$ cat src/rtl/mem_port_arbiter_pkg.sv
// rtl/mem_port_arbiter_pkg.sv - shared widths and requester indices for the port B arbiter
package mem_port_arbiter_pkg;

    // Unified memory geometry (64K x 16)
    localparam int MEM_ADDR_W = 16;
    localparam int MEM_DATA_W = 16;

    // Requester slots on port B
    localparam int REQ_VGA = 0;
    localparam int REQ_DMA = 1;
    localparam int REQ_DBG = 2;

    // Starvation counter width; covers STARVE_LIMIT up to 255
    localparam int STARVE_W = 8;

endpackage

$ cat src/rtl/mem_port_arbiter_rr_picker.sv
// rtl/mem_port_arbiter_rr_picker.sv - combinational round-robin picker with optional skip of index 0
//
// Ports:
//   req   - request mask, one bit per requester
//   ptr   - index of the last round-robin winner; search starts at ptr+1
//   skip0 - ignore index 0 unless it is the only requester
//   gnt   - one-hot grant, all zero when req is empty
module rr_picker #(
    parameter int NUM_REQ = 3,
    parameter int PTR_W   = $clog2(NUM_REQ)
) (
    input  logic [NUM_REQ-1:0] req,
    input  logic [PTR_W-1:0]   ptr,
    input  logic               skip0,
    output logic [NUM_REQ-1:0] gnt
);

    logic [NUM_REQ-1:0] eff;
    logic               found;

    always_comb begin
        eff = req;
        if (skip0 && (|req[NUM_REQ-1:1])) begin
            eff[0] = 1'b0;
        end

        gnt   = '0;
        found = 1'b0;
        // Walk offsets 1..NUM_REQ from the pointer; the first set bit wins.
        for (int off = 1; off <= NUM_REQ; off++) begin
            for (int k = 0; k < NUM_REQ; k++) begin
                if (!found && eff[k] && (k == ((int'(ptr) + off) % NUM_REQ))) begin
                    gnt[k] = 1'b1;
                    found  = 1'b1;
                end
            end
        end
    end

endmodule

$ cat src/rtl/mem_port_arbiter.sv
// rtl/mem_port_arbiter.sv - shares memory port B among NUM_REQ requesters, one access per cycle
//
// Ports:
//   clock, reset                  - system clock, synchronous active-low reset
//   req_valid/req_write           - per-requester request and direction
//   req_address/req_write_data    - packed payloads, requester i at [16i+15:16i]
//   req_ready                     - one-hot combinational grant
//   rsp_valid/rsp_data            - one-hot response tag and data, one cycle after issue
//   mem_address/mem_write_data/
//   mem_write_enable/mem_read_data - registered port B interface (memory samples on negedge)
module mem_port_arbiter
    import mem_port_arbiter_pkg::*;
#(
    parameter int NUM_REQ      = 3,
    parameter int PRIORITY0    = 1,
    parameter int STARVE_LIMIT = 8
) (
    input  logic                             clock,
    input  logic                             reset,
    input  logic [NUM_REQ-1:0]               req_valid,
    input  logic [NUM_REQ-1:0]               req_write,
    input  logic [MEM_ADDR_W*NUM_REQ-1:0]    req_address,
    input  logic [MEM_DATA_W*NUM_REQ-1:0]    req_write_data,
    output logic [NUM_REQ-1:0]               req_ready,
    output logic [NUM_REQ-1:0]               rsp_valid,
    output logic [MEM_DATA_W-1:0]            rsp_data,
    output logic [MEM_ADDR_W-1:0]            mem_address,
    output logic [MEM_DATA_W-1:0]            mem_write_data,
    output logic                             mem_write_enable,
    input  logic [MEM_DATA_W-1:0]            mem_read_data
);

    localparam int                   PTR_W = $clog2(NUM_REQ);
    localparam logic [STARVE_W-1:0]  LIMIT = STARVE_W'(STARVE_LIMIT);
    localparam logic [NUM_REQ-1:0]   ONE   = NUM_REQ'(1);
    localparam logic                 PRIO  = (PRIORITY0 != 0);

    logic [PTR_W-1:0]       rr_ptr;
    logic [PTR_W-1:0]       pend_id;
    logic                   pend_valid;
    logic [STARVE_W-1:0]    starve_cnt;
    logic [STARVE_W-1:0]    starve_next;

    logic [NUM_REQ-1:0]     rr_gnt;
    logic [NUM_REQ-1:0]     gnt;
    logic [PTR_W-1:0]       gnt_idx;
    logic                   any_gnt;
    logic                   others_valid;
    logic                   mask0;
    logic                   prio_win;
    logic [MEM_ADDR_W-1:0]  sel_addr;
    logic [MEM_DATA_W-1:0]  sel_data;
    logic                   sel_write;

    rr_picker #(
        .NUM_REQ (NUM_REQ),
        .PTR_W   (PTR_W)
    ) u_picker (
        .req   (req_valid),
        .ptr   (rr_ptr),
        .skip0 (PRIO),
        .gnt   (rr_gnt)
    );

    always_comb begin
        others_valid = |req_valid[NUM_REQ-1:1];
        mask0        = PRIO && (starve_cnt == LIMIT);
        prio_win     = PRIO && req_valid[0] && !mask0;
        gnt          = prio_win ? ONE : rr_gnt;
        any_gnt      = |gnt;

        gnt_idx   = '0;
        sel_addr  = '0;
        sel_data  = '0;
        sel_write = 1'b0;
        for (int i = 0; i < NUM_REQ; i++) begin
            if (gnt[i]) begin
                gnt_idx   = PTR_W'(i);
                sel_addr  = req_address[MEM_ADDR_W*i +: MEM_ADDR_W];
                sel_data  = req_write_data[MEM_DATA_W*i +: MEM_DATA_W];
                sel_write = req_write[i];
            end
        end

        // Counts requester-0 wins only while someone else is waiting; saturates at the limit.
        if (!PRIO || !others_valid) begin
            starve_next = '0;
        end else if (gnt[0]) begin
            starve_next = (starve_cnt == LIMIT) ? LIMIT : starve_cnt + STARVE_W'(1);
        end else begin
            starve_next = '0;
        end
    end

    assign req_ready = reset ? gnt : '0;

    always_ff @(posedge clock) begin
        if (!reset) begin
            mem_address      <= '0;
            mem_write_data   <= '0;
            mem_write_enable <= 1'b0;
            rsp_valid        <= '0;
            rsp_data         <= '0;
            rr_ptr           <= PTR_W'(NUM_REQ - 1);
            starve_cnt       <= '0;
            pend_valid       <= 1'b0;
            pend_id          <= '0;
        end else begin
            if (any_gnt) begin
                mem_address      <= sel_addr;
                mem_write_data   <= sel_data;
                mem_write_enable <= sel_write;
                pend_valid       <= 1'b1;
                pend_id          <= gnt_idx;
                // Fixed-priority wins leave the rotation untouched.
                if (!prio_win) begin
                    rr_ptr <= gnt_idx;
                end
            end else begin
                mem_write_enable <= 1'b0;
                pend_valid       <= 1'b0;
            end

            // Memory drove read_data on the negedge of the issue cycle.
            if (pend_valid) begin
                rsp_data  <= mem_read_data;
                rsp_valid <= ONE << pend_id;
            end else begin
                rsp_valid <= '0;
            end

            starve_cnt <= starve_next;
        end
    end

endmodule
$ cat config.mk
export PLATFORM = sky130hd
export DESIGN_NAME = mem_port_arbiter
export DESIGN_NICKNAME = d
export VERILOG_FILES = /design/src/rtl/mem_port_arbiter_pkg.sv /design/src/rtl/mem_port_arbiter_rr_picker.sv /design/src/rtl/mem_port_arbiter.sv
export SDC_FILE = /design/constraint.sdc
export NUM_CORES = 1
export LEC_CHECK = 0
export BUFFER_PORTS_ARGS = -buffer_cell sky130_fd_sc_hd__buf_2
export CORE_AREA = 2 2 89 74
export CTS_BUF_LIST = sky130_fd_sc_hd__clkbuf_2
export CTS_CLUSTER_DIAMETER = 30
export DETAILED_ROUTE_END_ITERATION = 8
export DIE_AREA = 0 0 91 76
export PLACE_DENSITY_LB_ADDON = 0.3
export SLEW_MARGIN = 40
export SYNTH_ARGS = -nofsm -noshare
export SYNTH_HDL_FRONTEND = slang
export SYNTH_SLANG_ARGS = --single-unit
$ cat constraint.sdc
create_clock -name clock -period 3.25 [get_ports clock]
set_clock_uncertainty 0.05 [all_clocks]
set_input_delay 0.65 -clock clock [delete_from_list [all_inputs] [get_ports clock]]
set_output_delay 0.65 -clock clock [all_outputs]
set_load 0.02 [all_outputs]
### Yosys cells after proc, flatten, opt, wreduce, memory -nomap -nowiden

Cells that the tools add are included.

| operators by class | value |
|---|---|
| multiplexer cells | 32 |
| add/subtract/negate cells | 4 |
| divide/modulo/power cells | 3 |
| reductions and logical operators | 37 |
| shifts and indexed selects | 1 |
| bitwise operators | 4 |
| eq/ne operators | 7 |

Operators by type and width:

| cell | number |
|---|---|
| $eq A2 B32 Y1 const A | 3 |
| $eq A3 B32 Y1 const A | 3 |
| $logic_not A32 Y1 | 3 |
| $mod A32 B3 Y32 const B | 3 |
| $mux W16 | 6 |
| $mux W1 | 22 |
| $logic_and A1 B1 Y1 | 18 |
| $logic_not A1 Y1 | 9 |
| $add A8 B1 Y8 const B | 1 |
| $eq A8 B4 Y1 const B | 1 |
| $add A2 B2 Y3 const B | 2 |
| $mux W3 | 2 |
| $reduce_and A2 Y1 | 3 |
| $mux W4 | 1 |
| $not A1 Y1 | 4 |
| $reduce_or A4 Y1 | 1 |
| $add A2 B1 Y3 const B | 1 |
| $reduce_and A3 Y1 | 1 |
| $reduce_or A3 Y1 | 1 |
| $shl A1 B2 Y3 const A | 1 |
| $mux W2 | 1 |
| $reduce_or A2 Y1 | 1 |

| storage, ports and cells | value |
|---|---|
| flip-flop bits (word level) | 65 |
| output and inout port bits | 55 |
| input bits | 120 |
| logic and storage cells | 98 |

### Depth between registers and ports, before layout

| logic depth | value |
|---|---|
| depth in word-level cells | 41 |
| gate-level depth with buffers | 9 |
| mapped depth without buffers | 7 |

### Hierarchy

From an unflattened synthesis, not the netlist that was laid out.

| unflattened totals | value |
|---|---|
| cell total of the unflattened synthesis | 371 |
| area total of the unflattened synthesis | 3280.6 um^2 |

Modules (own cells, without submodules):

| module | cells each | area each (um^2) | times used |
|---|---|---|---|
| mem_port_arbiter | 354 | 3161.8 | 1 |
| rr_picker | 17 | 118.9 | 1 |

### Worst setup path after synthesis

OpenSTA, ideal clock, no wires.

| timing | value |
|---|---|
| path type | reg2out |
| start point | reg rr_ptr[0] |
| end point | out req_ready[2] |
| path slack | 0.750 ns |
| stages on the path, launching flop included | 8 |
| required time | 2.550 ns |
| arrival | 1.800 ns |
| cell sequence | dfxtp_1 > inv_1 > ha_1 > nand2b_1 > a21boi_1 > nand2_1 > buf_2 > nor2_1 |

| on the way | value |
|---|---|
| longest elaborated chain between the ends | 39 |
| elaborated cells on any way between the ends | 53 |

Ends and longest elaborated chain:

| item | line | text |
|---|---|---|
| start: declaration | mem_port_arbiter.sv:38 | `logic [PTR_W-1:0] rr_ptr;` |
| start signal: assignment | mem_port_arbiter.sv:104 | `rr_ptr <= PTR_W'(NUM_REQ - 1);` |
| start signal: assignment | mem_port_arbiter.sv:117 | `rr_ptr <= gnt_idx;` |
| $add A2 B1 Y3 | mem_port_arbiter_rr_picker.sv:32 | `if (!found && eff[k] && (k == ((int'(ptr) + off) % NUM_REQ))) begin` |
| $mod A32 B3 Y32 | mem_port_arbiter_rr_picker.sv:32 |  |
| $logic_not A32 Y1 | mem_port_arbiter_rr_picker.sv:32 |  |
| $logic_and A1 B1 Y1 | mem_port_arbiter_rr_picker.sv:32 |  |
| $mux W1 | mem_port_arbiter_rr_picker.sv:32 |  |
| $logic_not A1 Y1 | mem_port_arbiter_rr_picker.sv:32 |  |
| $logic_and A1 B1 Y1 (2 in a row) | mem_port_arbiter_rr_picker.sv:32 |  |
| $mux W1 | mem_port_arbiter_rr_picker.sv:32 |  |
| [... 20 more ...] | n/a |  |
| $logic_not A1 Y1 | mem_port_arbiter_rr_picker.sv:32 |  |
| $logic_and A1 B1 Y1 (2 in a row) | mem_port_arbiter_rr_picker.sv:32 |  |
| $mux W1 | mem_port_arbiter_rr_picker.sv:32 |  |
| $logic_not A1 Y1 | mem_port_arbiter_rr_picker.sv:32 |  |
| $logic_and A1 B1 Y1 (2 in a row) | mem_port_arbiter_rr_picker.sv:32 |  |
| $mux W1 * | mem_port_arbiter_rr_picker.sv:32 |  |
| $mux W3 * | mem_port_arbiter.sv:69 | `gnt = prio_win ? ONE : rr_gnt;` |
| $mux W3 * | mem_port_arbiter.sv:95 | `assign req_ready = reset ? gnt : '0;` |
| end: declaration | mem_port_arbiter.sv:24 | `output logic [NUM_REQ-1:0] req_ready,` |

Every way passes the cells marked *; elsewhere a longest branch is shown, timed or not.

### Final worst setup path

| timing | value |
|---|---|
| start point | reg rr_ptr[0] |
| end point | out req_ready[0] |

| on the way | value |
|---|---|
| longest elaborated chain between the ends | 31 |
| elaborated cells on any way between the ends | 42 |

Ends and longest elaborated chain:

| item | line |
|---|---|
| $add A2 B1 Y3 | mem_port_arbiter_rr_picker.sv:32 |
| $mod A32 B3 Y32 | mem_port_arbiter_rr_picker.sv:32 |
| $logic_not A32 Y1 | mem_port_arbiter_rr_picker.sv:32 |
| $logic_and A1 B1 Y1 | mem_port_arbiter_rr_picker.sv:32 |
| $mux W1 | mem_port_arbiter_rr_picker.sv:32 |
| $logic_not A1 Y1 | mem_port_arbiter_rr_picker.sv:32 |
| $logic_and A1 B1 Y1 (2 in a row) | mem_port_arbiter_rr_picker.sv:32 |
| $mux W1 | mem_port_arbiter_rr_picker.sv:32 |
| [... 12 more ...] | n/a |
| $logic_not A1 Y1 | mem_port_arbiter_rr_picker.sv:32 |
| $logic_and A1 B1 Y1 (2 in a row) | mem_port_arbiter_rr_picker.sv:32 |
| $mux W1 | mem_port_arbiter_rr_picker.sv:32 |
| $logic_not A1 Y1 | mem_port_arbiter_rr_picker.sv:32 |
| $logic_and A1 B1 Y1 (2 in a row) | mem_port_arbiter_rr_picker.sv:32 |
| $mux W1 * | mem_port_arbiter_rr_picker.sv:32 |
| $mux W3 * | mem_port_arbiter.sv:69 |
| $mux W3 * | mem_port_arbiter.sv:95 |

Marked as above.

==> impl_metrics.tcl <==
set metrics [dict create \
    total_power_w 0.00179 \
    synth_top_area_share_pct 47.2 \
    critical_path.max_stage_delay_ns 0.42 \
    die_width_um 91 \
    clkTransAtPathRegs_ns 0.18 \
    cts_hold_buffers 0 \
    finalSetupViolations 0 \
    p_leak_nw 1.83 \
    top_level_ports 175 \
    timing.setup.tns_ns 0 \
    placed_cells_incl_taps 549 \
    worstHoldPathCells 3 \
    path_cells "inv_1 -> ha_1 -> nor3_1 -> o311ai_1 -> nand2_1 -> nor2_1 -> buf_2" \
    critical_path_buf_inv_count 2 \
    reg2regPathDepth 7 \
    worst_r2r_startpoint "rr_ptr[0]" \
    synth-edff-count 0 \
    layout_commonest_cell "sky130_fd_sc_hd__buf_2" \
    maxCapViolCount 0 \
    count_of_cells_resized_by_post_cts_repair 0 \
    asyncSetResetFlopFracSynth_pct 0 \
    drv_slew 0 \
    cts_setup_buffers 0 \
    max_freq_mhz 348 \
    cp_slowest_cell "sky130_fd_sc_hd__o311ai_1" \
    synth_seq_area_share_pct 47.2 \
    grt_pass1_wl_um 13700 \
    rr_endpoint "mem_address[0]" \
    postSynthCellCount 305 \
    drt_first_pass_iters 5 \
    area_growth_syn_to_layout_pct 37.1 \
    synth.yosys.warnings 0 \
    antenna-diode-count 0 \
    synth_fp_nets 429 \
    layout.cells.non_filler 565 \
    placement_row_count 26 \
    dominantRegCellSynth "sky130_fd_sc_hd__dfxtp_1" \
    final_cell_mix "sky130_fd_sc_hd__buf_2, sky130_fd_sc_hd__dfxtp_1, sky130_fd_sc_hd__nor2_1" \
    grt_antenna_before_repair 0 \
    floorplan.core_area_mm2 0.00612 \
    worst-slew-pin-transition_ns 0.732 \
    cts-root-buf "sky130_fd_sc_hd__clkbuf_2" \
    postSynthRegisterBits 65 \
    finalHoldViolCount 0 \
    hold_wc_startpoint "mem_read_data[7]" \
    hp-class "input pin to register" \
    min_to "rsp_data[7]" \
    synthesis.area_per_instance_um2 9.04 \
    drtIter0Drc 188 \
    outcome "complete, no violations" \
    layout_worst_path_cycle_share_pct 88.4 \
    nets_finish 600 \
    synthDistinctLibCells 39 \
    wl_per_cell_um 14.9 \
    drt_wl_total_um 8410 \
    fp.dieH_um 76 \
    clk_lat_worst_skew_ns 0.48 \
    fillers 597 \
    library_cell_with_the_largest_summed_area_after_synthesis "sky130_fd_sc_hd__dfxtp_1" \
    placement.io_buffers 174 \
    vias_per_cell 5.33 \
    period_minus_slack_ns 2.87 \
    ir_worst_vdd_mv 0.218 \
    crit_path_end_kind "output pin" \
    grt-ovfl-total 0 \
    postRouteAntennaNets 0 \
    cp_data_arrival_time_ns 2.17 \
    rsz_0062_raised_after_global_routing "no" \
    numCtsBuffers 9 \
    htree_num_levels 3 \
    clock-sinks 65 \
    cp_data_required_time_ns 2.55 \
    cellPowerDensity_mw_per_mm2 474 \
    worst_setup_path_start_kind "register" \
    routabilityCongestion 0.797 \
    vias 3013 \
    post_synth_instance_area_mm2 0.00276 \
    cts_tree "done" \
    vias_in_the_first_global_route 2971 \
    synth_top_cells_by_area "sky130_fd_sc_hd__dfxtp_1, sky130_fd_sc_hd__o21ai_0, sky130_fd_sc_hd__nor2_1" \
    hpwl_um 6070 \
    grt_util_all_layers_pct 24.5 \
    largest_net_degree_at_the_start_of_global_routing 37 \
    post_route_cells_drive_above_1_share_pct 41.6 \
    path_delay_family "compound AO/OA/AOI/OAI gates" \
    path_class "register to output pin" \
    clk_path_buf_depth 2 \
    drc_errors 0 \
    worst-r2r-setup-slack_ns 0.84 \
    die_area_mm2 0.00692 \
    hold-worst-slack_ns 0.340 \
    slew_headroom_pct 51.2 \
    cp_max_fo 4 \
    start_util_pct 45.1 \
]
==> cell usage after synthesis (all sizes together), types with 2 or more instances <==
cell and instances:
and2 3, nor2 43, nor2b 2, o22ai 15, and3 2, buf 14, inv 7, xor2 5
o21ai 36, a21oi 22, o221ai 15, a22oi 17, mux2i 16, dfxtp 65, nor3 5, o211ai 2
nand3 5, ha 4, a21boi 2, nand2 4, clkbuf 8
==> kinds of logic after synthesis <==
kind of cell	after synthesis	synth area share [%]
and+or+nand+nor	69	11.4
AOI/OAI and AO/OA	116	26.6
buffers and inverters	29	5.22
DFF	65	47.2
xor gates and xnor gates	6	1.91
adders and majority gates	4	1.82
muxes	16	5.81
==> power by group <==
part | switching, W | internal (W)
Combinational | 0.000246 | 0.000177
Sequential | 0.0000416 | 0.000864
Clock | 0.000279 | 0.000183
==> flip-flops by register name (all words and copies together), names as in the netlist <==
register and cells:
mem_write_enable 1, rr_ptr 2, mem_address 16, rsp_valid 3, starve_cnt 8, rsp_data 16, mem_write_data 16, pend_id 2
pend_valid 1
==> worst max-delay path by stage <==
stage | endpoint | cells past startpoint | slack (ns) | startpoint
after detailed placement | mem_address[0] | 6 | 0.83 | req_valid[1]
after global placement | req_ready[2] | 6 | 0.89 | req_valid[1]
final | req_ready[0] | 7 | 0.38 | rr_ptr[0]
after global routing | req_ready[2] | 7 | 0.13 | rr_ptr[0]
after floorplan | req_ready[2] | 7 | 0.75 | rr_ptr[0]
after CTS | req_ready[0] | 7 | 0.32 | rr_ptr[0]
==> worst reg2reg max path: cells and delay by family (launching register included) <==
| kind | cells | cell delay (ns) |
|---|---|---|
| buffers and inverters | 1 | 0.06 |
| and+or+nand+nor | 2 | 0.84 |
| AOI/OAI and AO/OA | 3 | 0.68 |
| adders and majority gates | 1 | 0.33 |
| DFF | 1 | 0.39 |
==> area by class of cell <==
cell class	instances	area [um2]	area share, %
Clock buffer	12	60.1	1.59
Multi-Input combinational cell	211	1310	34.7
Timing Repair Buffer	182	931	24.6
Clock inverter	4	43.8	1.16
Tap cell	84	105	2.78
Inverter	7	26.3	0.695
Sequential cell	65	1300	34.5
==> through the flow <==
stage	util, %	instance area, um2	setup WS (ns)
2_1_floorplan	-	2760	0.750
3_3_place_gp	60.1	3670	0.893
3_5_place_dp	60.1	3680	0.826
4_1_cts	61.8	3780	0.321
5_1_grt	61.8	3780	0.133
6_report	61.8	3780	0.378
==> routing by layer <==
metal | share of wire, % | global-route usage (%) | vias to the layer above
met3 | 7.3 | 8.70 | 9
li1 | - | - | 1469
met4 | 1.1 | 6.97 | 0
met2 | 51 | 44.9 | 130
met1 | 41 | 26.6 | 1405
met5 | 0 | 0 | -
Power figures use the tool's default switching activity.
